### src/rtl/function_chooser_pkg.sv
// Shared types and constants for the function chooser request issuer.
package function_chooser_pkg;

  localparam int unsigned CNT_W = 8;
  localparam int unsigned ERR_W = 2;

  typedef enum logic [2:0] {
    INIT_CLR = 3'd0,
    IDLE     = 3'd1,
    REQ      = 3'd2,
    WAIT_FIN = 3'd3,
    CLEAR    = 3'd4,
    WAIT_CLR = 3'd5,
    DONE     = 3'd6
  } state_e;

  localparam logic [ERR_W-1:0] ERR_NONE        = 2'd0;
  localparam logic [ERR_W-1:0] ERR_BAD_IDX     = 2'd1;
  localparam logic [ERR_W-1:0] ERR_FIN_TIMEOUT = 2'd2;
  localparam logic [ERR_W-1:0] ERR_CLR_TIMEOUT = 2'd3;

endpackage

### src/rtl/sync_2ff.sv
// Two-flop synchronizer for a single asynchronous level, reset value 0.
module sync_2ff (
  input  logic clk,
  input  logic rst_n,
  input  logic d,
  output logic q
);

  logic meta_q, meta_d;
  logic sync_q, sync_d;

  // Next values: shift the input through two stages
  always_comb begin
    meta_d = d;
    sync_d = meta_q;
  end

  // Synchronizer stages with synchronous active-low reset
  always_ff @(posedge clk) begin
    if (!rst_n) begin
      meta_q <= 1'b0;
      sync_q <= 1'b0;
    end else begin
      meta_q <= meta_d;
      sync_q <= sync_d;
    end
  end

  assign q = sync_q;

endmodule

### src/rtl/function_request_issuer.sv
// Clocked initiator for the self-timed one-hot function chooser: issues a
// request pulse, waits for fin, clears the chooser, waits for fin to drop.
module function_request_issuer
  import function_chooser_pkg::*;
#(
  parameter int unsigned N        = 2,
  parameter int unsigned IDX_W    = (N > 1) ? $clog2(N) : 1,
  parameter int unsigned REQ_HOLD = 2,
  parameter int unsigned CLR_HOLD = 2,
  parameter int unsigned TIMEOUT  = 255
) (
  input  logic             clk,
  input  logic             rst_n,
  input  logic             cmd_valid,
  input  logic [IDX_W-1:0] cmd_idx,
  output logic             cmd_ready,
  output logic [N-1:0]     reqs,
  output logic             chs_rst,
  input  logic             fin,
  output logic             done,
  output logic [IDX_W-1:0] done_idx,
  output logic             err,
  output logic [1:0]       err_code
);

  localparam logic [CNT_W-1:0] REQ_HOLD_C = CNT_W'(REQ_HOLD);
  localparam logic [CNT_W-1:0] CLR_HOLD_C = CNT_W'(CLR_HOLD);
  localparam logic [CNT_W-1:0] TIMEOUT_C  = CNT_W'(TIMEOUT);

  state_e             state_q, state_d;
  logic [CNT_W-1:0]   cnt_q, cnt_d, cnt_inc;
  logic [IDX_W-1:0]   idx_q, idx_d;
  logic               job_ok_q, job_ok_d;
  logic [N-1:0]       reqs_q, reqs_d;
  logic               chs_rst_q, chs_rst_d;
  logic               cmd_ready_q, cmd_ready_d;
  logic               done_q, done_d;
  logic [IDX_W-1:0]   done_idx_q, done_idx_d;
  logic               err_q, err_d;
  logic [ERR_W-1:0]   err_code_q, err_code_d;
  logic               fin_s;

  sync_2ff u_fin_sync (
    .clk   (clk),
    .rst_n (rst_n),
    .d     (fin),
    .q     (fin_s)
  );

  assign cnt_inc = cnt_q + CNT_W'(1);

  // Next-state and next-output logic; outputs are registered from these values
  always_comb begin
    state_d    = state_q;
    cnt_d      = cnt_q;
    idx_d      = idx_q;
    job_ok_d   = job_ok_q;
    reqs_d     = '0;
    chs_rst_d  = 1'b0;
    done_d     = 1'b0;
    done_idx_d = done_idx_q;
    err_d      = 1'b0;
    err_code_d = err_code_q;

    case (state_q)
      INIT_CLR, CLEAR: begin
        // Counter starts at 0 after reset, at 1 when entering from WAIT_FIN
        // (the entry edge already drove the first clear cycle)
        if (cnt_q < CLR_HOLD_C) begin
          chs_rst_d = 1'b1;
          cnt_d     = cnt_inc;
        end else begin
          state_d = WAIT_CLR;
          cnt_d   = '0;
        end
      end

      IDLE: begin
        if (cmd_valid && cmd_ready_q) begin
          if (32'(cmd_idx) >= N) begin
            err_d      = 1'b1;
            err_code_d = ERR_BAD_IDX;
          end else begin
            idx_d           = cmd_idx;
            job_ok_d        = 1'b1;
            reqs_d[cmd_idx] = 1'b1;
            cnt_d           = CNT_W'(1);
            state_d         = REQ;
          end
        end
      end

      REQ: begin
        // Line returns low afterwards so the chooser sees a fresh posedge next time
        if (cnt_q < REQ_HOLD_C) begin
          reqs_d[idx_q] = 1'b1;
          cnt_d         = cnt_inc;
        end else begin
          state_d = WAIT_FIN;
          cnt_d   = '0;
        end
      end

      WAIT_FIN: begin
        if (fin_s) begin
          state_d   = CLEAR;
          chs_rst_d = 1'b1;
          cnt_d     = CNT_W'(1);
        end else if (cnt_inc == TIMEOUT_C) begin
          // Still clear the chooser as a recovery attempt, but report no done
          err_d      = 1'b1;
          err_code_d = ERR_FIN_TIMEOUT;
          job_ok_d   = 1'b0;
          state_d    = CLEAR;
          chs_rst_d  = 1'b1;
          cnt_d      = CNT_W'(1);
        end else begin
          cnt_d = cnt_inc;
        end
      end

      WAIT_CLR: begin
        if (!fin_s) begin
          if (job_ok_q) begin
            state_d    = DONE;
            done_d     = 1'b1;
            done_idx_d = idx_q;
          end else begin
            state_d = IDLE;
          end
          job_ok_d = 1'b0;
          cnt_d    = '0;
        end else if (cnt_inc == TIMEOUT_C) begin
          err_d      = 1'b1;
          err_code_d = ERR_CLR_TIMEOUT;
          job_ok_d   = 1'b0;
          state_d    = IDLE;
          cnt_d      = '0;
        end else begin
          cnt_d = cnt_inc;
        end
      end

      DONE: begin
        state_d = IDLE;
      end

      default: begin
        state_d = INIT_CLR;
        cnt_d   = '0;
      end
    endcase

    // Withhold ready while the chooser still reports fin
    cmd_ready_d = (state_d == IDLE) && !fin_s;
  end

  // State, counter and registered outputs with synchronous active-low reset
  always_ff @(posedge clk) begin
    if (!rst_n) begin
      state_q     <= INIT_CLR;
      cnt_q       <= '0;
      idx_q       <= '0;
      job_ok_q    <= 1'b0;
      reqs_q      <= '0;
      chs_rst_q   <= 1'b0;
      cmd_ready_q <= 1'b0;
      done_q      <= 1'b0;
      done_idx_q  <= '0;
      err_q       <= 1'b0;
      err_code_q  <= ERR_NONE;
    end else begin
      state_q     <= state_d;
      cnt_q       <= cnt_d;
      idx_q       <= idx_d;
      job_ok_q    <= job_ok_d;
      reqs_q      <= reqs_d;
      chs_rst_q   <= chs_rst_d;
      cmd_ready_q <= cmd_ready_d;
      done_q      <= done_d;
      done_idx_q  <= done_idx_d;
      err_q       <= err_d;
      err_code_q  <= err_code_d;
    end
  end

  assign cmd_ready = cmd_ready_q;
  assign reqs      = reqs_q;
  assign chs_rst   = chs_rst_q;
  assign done      = done_q;
  assign done_idx  = done_idx_q;
  assign err       = err_q;
  assign err_code  = err_code_q;

endmodule
### config.mk
export PLATFORM = sky130hd
export DESIGN_NAME = function_request_issuer
export DESIGN_NICKNAME = d
export VERILOG_FILES = /design/src/rtl/function_chooser_pkg.sv /design/src/rtl/sync_2ff.sv /design/src/rtl/function_request_issuer.sv
export SDC_FILE = /design/constraint.sdc
export NUM_CORES = 1
export LEC_CHECK = 0
export ABC_AREA = 1
export CELL_PAD_IN_SITES_DETAIL_PLACEMENT = 1
export CELL_PAD_IN_SITES_GLOBAL_PLACEMENT = 2
export CORE_MARGIN = 2
export CORE_UTILIZATION = 33
export CTS_CLUSTER_DIAMETER = 200
export DETAILED_ROUTE_END_ITERATION = 10
export GPL_TIMING_DRIVEN = 0
export PLACE_DENSITY = 0.87
export SLEW_MARGIN = 20
export SYNTH_ARGS = -nofsm -noshare
export SYNTH_HDL_FRONTEND = slang
export SYNTH_SLANG_ARGS = --single-unit
### constraint.sdc
create_clock -name clk -period 4.95 [get_ports clk]
set_input_delay 0.99 -clock clk [delete_from_list [all_inputs] [get_ports clk]]
set_output_delay 0.99 -clock clk [all_outputs]
set_load 0.05 [all_outputs]
-- Yosys cells after proc, flatten, opt, wreduce, memory -nomap -nowiden
Index checks and enable logic that the tools add are counted.
Widths: inputs -> output; s select.
- bits in registers: 24
- latch bits: 0
- memory bits (writable): 0
- ROM bits: 0
- input bits: 5
- output and inout port bits: 9
- logic and storage cells: 93
- memories: 0
- $add $sub $neg: 1
- multipliers: 0
- divide/modulo/power cells: 0
- magnitude comparators: 5
- eq/ne operators: 13
- shifts and indexed selects: 0
- multiplexer cells: 41
- bitwise gates (word level): 4
- reduce and logical (&&, ||, !) cells: 16
- operators with widths (kind ; number):
    $mux 8 ; 6
    $pmux 8 s5 ; 1
    $mux 3 ; 8
    $pmux 3 s6 ; 1
    $mux 1 ; 12
    $mux 2 ; 6
    $eq 3x3->1 const B ; 3
    $add 8x1->8 const B ; 1
    $eq 8x8->1 const B ; 1
    $lt 8x2->1 const B ; 1
    $ne 2x2->1 const B ; 4
    $pmux 2 s2 ; 2
    $eq 3x1->1 const B ; 2
    $eq 3x2->1 const B ; 2
    $reduce_and 3->1 ; 2
    $reduce_or 3->1 ; 2
    $reduce_and 5->1 ; 1
    $logic_and 1x1->1 ; 4
    $lt 1x2->1 const B ; 2
    $not 1->1 ; 4
    $pmux 1 s2 ; 2
    $reduce_and 2->1 ; 2
    $logic_not 3->1 ; 1
    $pmux 1 s3 ; 1
    other kinds (7) ; 9

-- Longest topological paths before layout
Gate-level depths: netlist of run 1.
- depth after elaboration: 7
- gate-level depth with buffers: 13
- gate-level depth less buffers: 13

-- Cells and area by module
From an unflattened synthesis of run 1, not the netlist that was laid out.
- cell total of the unflattened synthesis: 187
- area, all modules: 1249.9 sq um
- by module, submodules not included (module ; instances ; cells each ; area each (sq um) ; seq. area each (sq um)):
    function_request_issuer ; 1 ; 181 ; 1194.9 ; 440.4
    sync_2ff ; 1 ; 6 ; 55.1 ; 40.0

-- Least setup slack after synthesis of run 1
Ideal clock, no wire load.
- path type: input to register
- from: input rst_n
- to: register chs_rst_q, in the netlist chs_rst
- library setup time: 128 ps
- arrival: 1642 ps
- required time: 4822 ps
- setup slack: 3180 ps
- stages: 4
- buffers on the path: 2
- cell sequence: clkbuf_1 -> inv_1 -> clkbuf_1 -> nor2_1
- RTL lines (what ; RTL line ; text):
    start, declared ; function_request_issuer.sv:13 ; input logic rst_n,
    end signal, assigned ; function_request_issuer.sv:178 ; chs_rst_q <= chs_rst_d;
    end, declared ; function_request_issuer.sv:35 ; logic chs_rst_q, chs_rst_d;
No word-level cell between the ends.

-- Final worst setup path of run 1
- from: register cmd_ready_q, in the netlist cmd_ready
- to: output cmd_ready
- RTL lines (what ; RTL line ; text):
    start, declared ; function_request_issuer.sv:36 ; logic cmd_ready_q, cmd_ready_d;
    start signal, assigned ; function_request_issuer.sv:179 ; cmd_ready_q <= cmd_ready_d;
    end, declared ; function_request_issuer.sv:16 ; output logic cmd_ready,
No word-level cell between the ends.

==> run_results.csv, run 1 <==
group,metric,value,unit
status,outcome,"finished clean",
yosys,synth-edff-count,0,
worst_setup_path,startpoint_type,"register",
power_and_ir_drop,pwr-share-seq,41.4,%
final_layout,final-instance-count-excl-fill,248,
floorplanning,die_w,66.1,µm
clock_network,cts_resized,0,
placed_design,dp.cells,244,
hold_path,hold_path_depth,2,
worst_setup_path,crit_chain,"clkdlybuf4s50_1",
power_and_ir_drop,p_per_area,396,mW/mm²
power_and_ir_drop,vdd_drop_max,0.000210,V
final_layout,drive_gt1_share,13.5,%
power_and_ir_drop,p_int,0.360,mW
floorplanning,rows,22,
power_and_ir_drop,power_switching,0.237,mW
routing,vias,1216,
clock_network,insertion_delay,0.27,ns
power_and_ir_drop,share_comb_of_total_power,36.0,%
sta,max_clock_freq,0.408,GHz
floorplanning,ios,14,
sta,slew_violations,0,
sta,timing.final.ws_setup,2.50,ns
power_and_ir_drop,p_leak,0.593,nW
routing,routedWlPerCell,13.6,µm
yosys,synth_area,0.00127,mm²
placed_design,dp_hpwl,2.75,mm
sta,min_period,2.45,ns
global_route,grt_pass1_wl,5.84,mm
worst_setup_path,arrival,1.46,ns
placed_design,gp_congestion,0.807,
final_layout,diodes,0,
routing,routed_wl,3.38,mm
sta,slew-limit-headroom,66.3,%
routing,via_per_inst,4.90,
placed_design,pre_cts_ws,2.59,ns
routing,drcViolationCount,0,
worst_setup_path,worstSetupPathDepth,1,
floorplanning,die_h,66.1,µm
worst_setup_path,slowest_delay,0.82,ns
yosys,yosysWarnings,0,
clock_network,clock-sinks,24,
yosys,synth_nets,191,
sta,tns,0,ns
floorplanning,start_util,34.5,%
clock_network,cts_tree,"yes",
final_layout,final_common_cell,"nand2_1",
worst_setup_path,reg2reg_depth,10,
worst_setup_path,path_class,"reg2out",
placed_design,dpl_cell_area,0.00145,mm²
global_route,grt_pass1_vias,1309,
yosys,avgSynthCellArea,6.92,µm²
run,cap_viol_max_count,0,
clock_network,htree_levels,1,
routing,antenna_left,0,
yosys,synth_ff_type,"dfxtp_1",
yosys,async_flop_share,0,%
global_route,grt_max_degree,14,
power_and_ir_drop,power,0.597,mW
worst_setup_path,crit_required,3.96,ns
yosys,yosysSeqAreaShare,37.8,%
sta,hold_ws,0.423,ns
yosys,syn_inst,184,
power_and_ir_drop,p_clk_share,22.6,%
global_route,grt_overflow,0,
clock_network,post_cts_buffers,0,
sta,hold_viol,0,
hold_path,hold_class,"reg2reg",
worst_setup_path,crit_family,"buffers and inverters",
worst_setup_path,path_buf_inv,1,
final_layout,final_util,40.9,%
sta,post-route-period-util,49.6,%
clock_network,clockBufferDepth,2,
sta,finalSetupViolations,0,
routing,drt_first_pass_iters,4,
sta,rsz0062_at_grt,"false",
global_route,antenna_found_initial,0,
worst_setup_path,crit_fanout,3,
yosys,synth_seq_cells,24,
sta,final.setup_skew,0.00809,ns
sta,tightest_slew,0.504,ns
final_layout,layout_common_cells,"nand2_1, inv_1, dfxtp_1",
final_layout,fin_area,0.00151,mm²
worst_setup_path,endpoint_kind,"primary output",
yosys,yosysUniqueCellTypes,27,
final_layout,finalNetCount,208,
global_route,grt_use_total,17.6,%
clock_network,cts_root_buf,"clkbuf_8",
clock_network,ctsHoldBuffers,0,
clock_network,clk_pin_slew,0.08,ns
final_layout,syn_to_final_growth,18.5,%
floorplanning,core,0.00369,mm²
power_and_ir_drop,switching_share,39.7,%
worst_setup_path,cp_slowest_cell,"clkdlybuf4s50_1",
routing,drt_iter0_markers,16,
clock_network,cts_buffers,3,
floorplanning,die_area,0.00437,mm²
placed_design,port_buffers,12,
per-layer routing:
metal / routed length, µm / global-route usage [%] / vias to the layer above / share of wire (%)
li1: - / - / 622 / -
met1: 1440 / 19.5 / 583 / 43
met2: 1830 / 33.1 / 7 / 54
met3: 52 / 3.58 / 4 / 1.5
met4: 51 / 5.36 / 0 / 1.5
met5: 0 / 0 / - / 0
worst paths after layout:
path / slack [ns] / end / startpoint
hold / removal: 0.42 / u_fin_sync.q$_SDFF_PN0_ / u_fin_sync.meta_q$_SDFF_PN0_
hold reg to reg: 0.42 / u_fin_sync.q$_SDFF_PN0_ / u_fin_sync.meta_q$_SDFF_PN0_
setup reg to reg: 2.97 / state_q[2]$_SDFF_PN0_ / cnt_q[0]$_SDFFE_PN0P_
setup / recovery: 2.50 / cmd_ready / cmd_ready$_SDFF_PN0_
power groups by stage:
stage          Sequential, mW  Combinational, mW  Clock, mW
6_report                0.247              0.215      0.135
5_1_grt                 0.251              0.243      0.148
4_1_cts                 0.248              0.218      0.139
3_5_place_dp            0.252              0.217          0
3_3_place_gp            0.249              0.208          0
2_1_floorplan           0.263              0.141          0
kinds of logic after synthesis:
family                     share of synthesized area, %
AOI/OAI and AO/OA                                  14.2
adders and majority gates                          1.97
buffers and inverters                              9.73
DFF                                                37.8
and+or+nand+nor                                    36.4
worst min-delay path, delay by kind of cell (launching register included):
kind,cells,cell delay [ns]
buffers and inverters,1,0.04
DFF,1,0.32
and+or+nand+nor,1,0.05
synth_stat cells, types with 2 or more instances:
library cell   n  share of area (%)
ha_1           2                2.0
inv_2          4                1.2
o21ai_1        5                2.0
dfxtp_1       24                 38
nor3_1         2               0.79
nand3_2        2                1.6
nand2_2        4                2.0
nor3_2         4                3.1
nor2_4         2                1.8
o21ai_0        4                1.6
nor2_1        19                5.6
clkbuf_1       2               0.59
nor2_2         3                1.5
nand4_1        5                2.5
nand3_1       12                4.7
a21oi_1       16                6.3
a31oi_1        2               0.98
inv_1         25                7.4
nand2_1       39                 12
area by class of cell:
type                       instances  area (µm²)
clock buffer                       4        55.1
inverter                          29         109
tap                               48        60.1
sequential                        24         480
multi-input combinational        128         668
fill                             507        2180
buffer                             3        15.0
timing repair buffer              12         120
sequential cells by signal, summed over array words and instances (netlist names):
register and count:
chs_rst 1, cmd_ready 1, cnt_q 8, done 1
done_idx 1, err 1, err_code 2, idx_q 1
job_ok_q 1, reqs 2, state_q 3, u_fin_sync.meta_q 1
u_fin_sync.q 1
No activity file was read; power rests on OpenSTA's default activity.
==> run 2: changes to the inputs <==
CORE_UTILIZATION = 30   (was 33)
PLACE_DENSITY = 0.8   (was 0.87)
clock period = 2.5 ns   (was 4.95 ns; I/O delays follow)
==> run 2 against run 1 <==
  * Global-route usage is 3.2 points lower
  * Sequential power grew 97%
  * Die area increased by 9.4%
  * First-iteration DRC count rose by 110%
  * Critical path depth unchanged
  * Total power increased by 110%
  * Largest cell class unchanged
==> run_results.csv, run 2 (same netlist as run 1, synthesis figures left out) <==
group,metric,value,unit
sta,max_clock_freq,0.513,GHz
clock_network,post_cts_buffers,0,
global_route,antenna_found_initial,0,
sta,slew-limit-headroom,65.6,%
final_layout,largest_reg_flops,8,
routing,routedWlPerCell,13.1,µm
power_and_ir_drop,p_leak,0.600,nW
worst_setup_path,endpoint_kind,"primary output",
worst_setup_path,crit_required,2.00,ns
status,outcome,"finished clean",
clock_network,cts_tree,"yes",
floorplanning,rows,23,
final_layout,final-instance-count-excl-fill,250,
placed_design,dp.cells,246,
worst_setup_path,r2r-start,"cnt_q[0]$_SDFFE_PN0P_",
global_route,grt_overflow,0,
clock_network,ctsHoldBuffers,0,
worst_setup_path,reg2reg_depth,10,
worst_setup_path,cp_slowest_cell,"clkdlybuf4s50_1",
worst_setup_path,arrival,1.45,ns
floorplanning,ios,14,
final_layout,syn_to_final_growth,20.0,%
routing,drt_iter0_markers,33,
routing,drt_first_pass_iters,4,
placed_design,gp_congestion,0.790,
clock_network,htree_levels,1,
sta,min_period,1.95,ns
placed_design,dp_hpwl,2.58,mm
worst_setup_path,crit_fanout,3,
sta,final.setup_skew,0.00242,ns
clock_network,cts_root_buf,"clkbuf_8",
sta,slew_violations,0,
power_and_ir_drop,vdd_drop_max,0.000387,V
final_layout,fillCellCount,531,
hold_path,hold_end,"u_fin_sync.q$_SDFF_PN0_",
sta,finalSetupViolations,0,
final_layout,top_regs,"cnt_q (8), state_q (3)",
sta,rsz0062_at_grt,"false",
final_layout,drive_gt1_share,13.5,%
worst_setup_path,r2r_slack,0.56,ns
worst_setup_path,crit_chain,"clkdlybuf4s50_1",
worst_setup_path,crit_family,"buffers and inverters",
routing,via_per_inst,4.83,
clock_network,insertion_delay,0.27,ns
placed_design,port_buffers,12,
global_route,grt_use_total,14.4,%
floorplanning,die_area,0.00478,mm²
hold_path,hold_class,"reg2reg",
routing,antenna_left,0,
sta,tightest_slew,0.515,ns
clock_network,clk_pin_slew,0.09,ns
global_route,grt_pass1_wl,5.58,mm
floorplanning,start_util,31.6,%
hold_path,worstHoldStart,"u_fin_sync.meta_q$_SDFF_PN0_",
final_layout,largest_register,"cnt_q",
global_route,grt_pass1_vias,1188,
worst_setup_path,startpoint_type,"register",
hold_path,hold_path_depth,2,
power_and_ir_drop,p_per_area,824,mW/mm²
sta,post-route-period-util,78.0,%
worst_setup_path,path_class,"reg2out",
final_layout,finalNetCount,208,
worst_setup_path,slowest_delay,0.81,ns
worst_setup_path,reg2reg_to,"state_q[2]$_SDFF_PN0_",
clock_network,clock-sinks,24,
global_route,grt_max_degree,15,
floorplanning,die_h,69.1,µm
final_layout,diodes,0,
worst_setup_path,path_buf_inv,1,
routing,routed_wl,3.28,mm
floorplanning,die_w,69.1,µm
final_layout,final_common_cell,"nand2_1",
routing,drcViolationCount,0,
clock_network,cts_resized,0,
clock_network,clockBufferDepth,2,
routing,vias,1207,
floorplanning,core,0.00403,mm²
run,cap_viol_max_count,0,
final_layout,layout_common_cells,"nand2_1, inv_1, dfxtp_1",
sta,hold_viol,0,
clock_network,cts_buffers,3,
sta,tns,0,ns
[run 2: cell types whose count changed in the layout (fill, tap and decap cells not counted)]
| cell | previous run | this run |
|---|---|---|
| bufinv_16 | 0 | 1 |
| clkbuf_8 | 4 | 3 |
[run 2: layout make-up]
type	count	area, µm²	area share, %
buffer	3	15.0	0.984
clock buffer	3	41.3	2.70
clock inverter	1	30.0	1.97
inverter	29	109	7.13
multi-input combinational	128	668	43.8
sequential	24	480	31.5
tap	50	62.6	4.10
timing repair buffer	12	120	7.87
[run 2: worst max-delay path by stage]
stage	startpoint	endpoint	slack, ns	depth (start not counted)
3_5_place_dp	cnt_q[0]$_SDFFE_PN0P_	state_q[2]$_SDFF_PN0_	0.57	9
4_1_cts	cmd_ready$_SDFF_PN0_	cmd_ready	0.54	1
6_report	cmd_ready$_SDFF_PN0_	cmd_ready	0.55	1
3_3_place_gp	cnt_q[0]$_SDFFE_PN0P_	state_q[2]$_SDFF_PN0_	0.60	10
2_1_floorplan	cnt_q[1]$_SDFFE_PN0P_	state_q[2]$_SDFF_PN0_	0.83	9
5_1_grt	cnt_q[0]$_SDFFE_PN0P_	state_q[2]$_SDFF_PN0_	0.34	9
[run 2: through the flow]
stage                     instance area (µm²)  hold slack, ns  setup WS, ns  util, %  power [mW]
after floorplan                          1270           0.390         0.834        -       0.801
after global placement                   1460           0.400         0.595     36.1       0.911
after detailed placement                 1460           0.405         0.567     36.1       0.924
after CTS                                1530           0.429         0.541     37.9        1.27
after global routing                     1530           0.446         0.340     37.9        1.35
final                                    1530           0.421         0.549     37.9        1.26
[run 2: report_power, final]
group / internal [mW] / total (mW) / switching (mW)
combinational: 0.142 / 0.425 / 0.283
sequential: 0.430 / 0.486 / 0.0560
clock: 0.214 / 0.347 / 0.132
total: 0.787 / 1.26 / 0.471
[run 2: layer usage]
layer | wire [µm] | GRT usage [%]
met1 | 1710 | 20.0
met2 | 1500 | 22.6
met3 | 59 | 2.19
met4 | 21 | 5.23
met5 | 0 | 0
[run 2: tightest hold or removal path, delay by kind of cell (launching register included)]
kind          cells  cell delay, ns
buf+inv           1            0.04
flops             1            0.32
simple gates      1            0.05
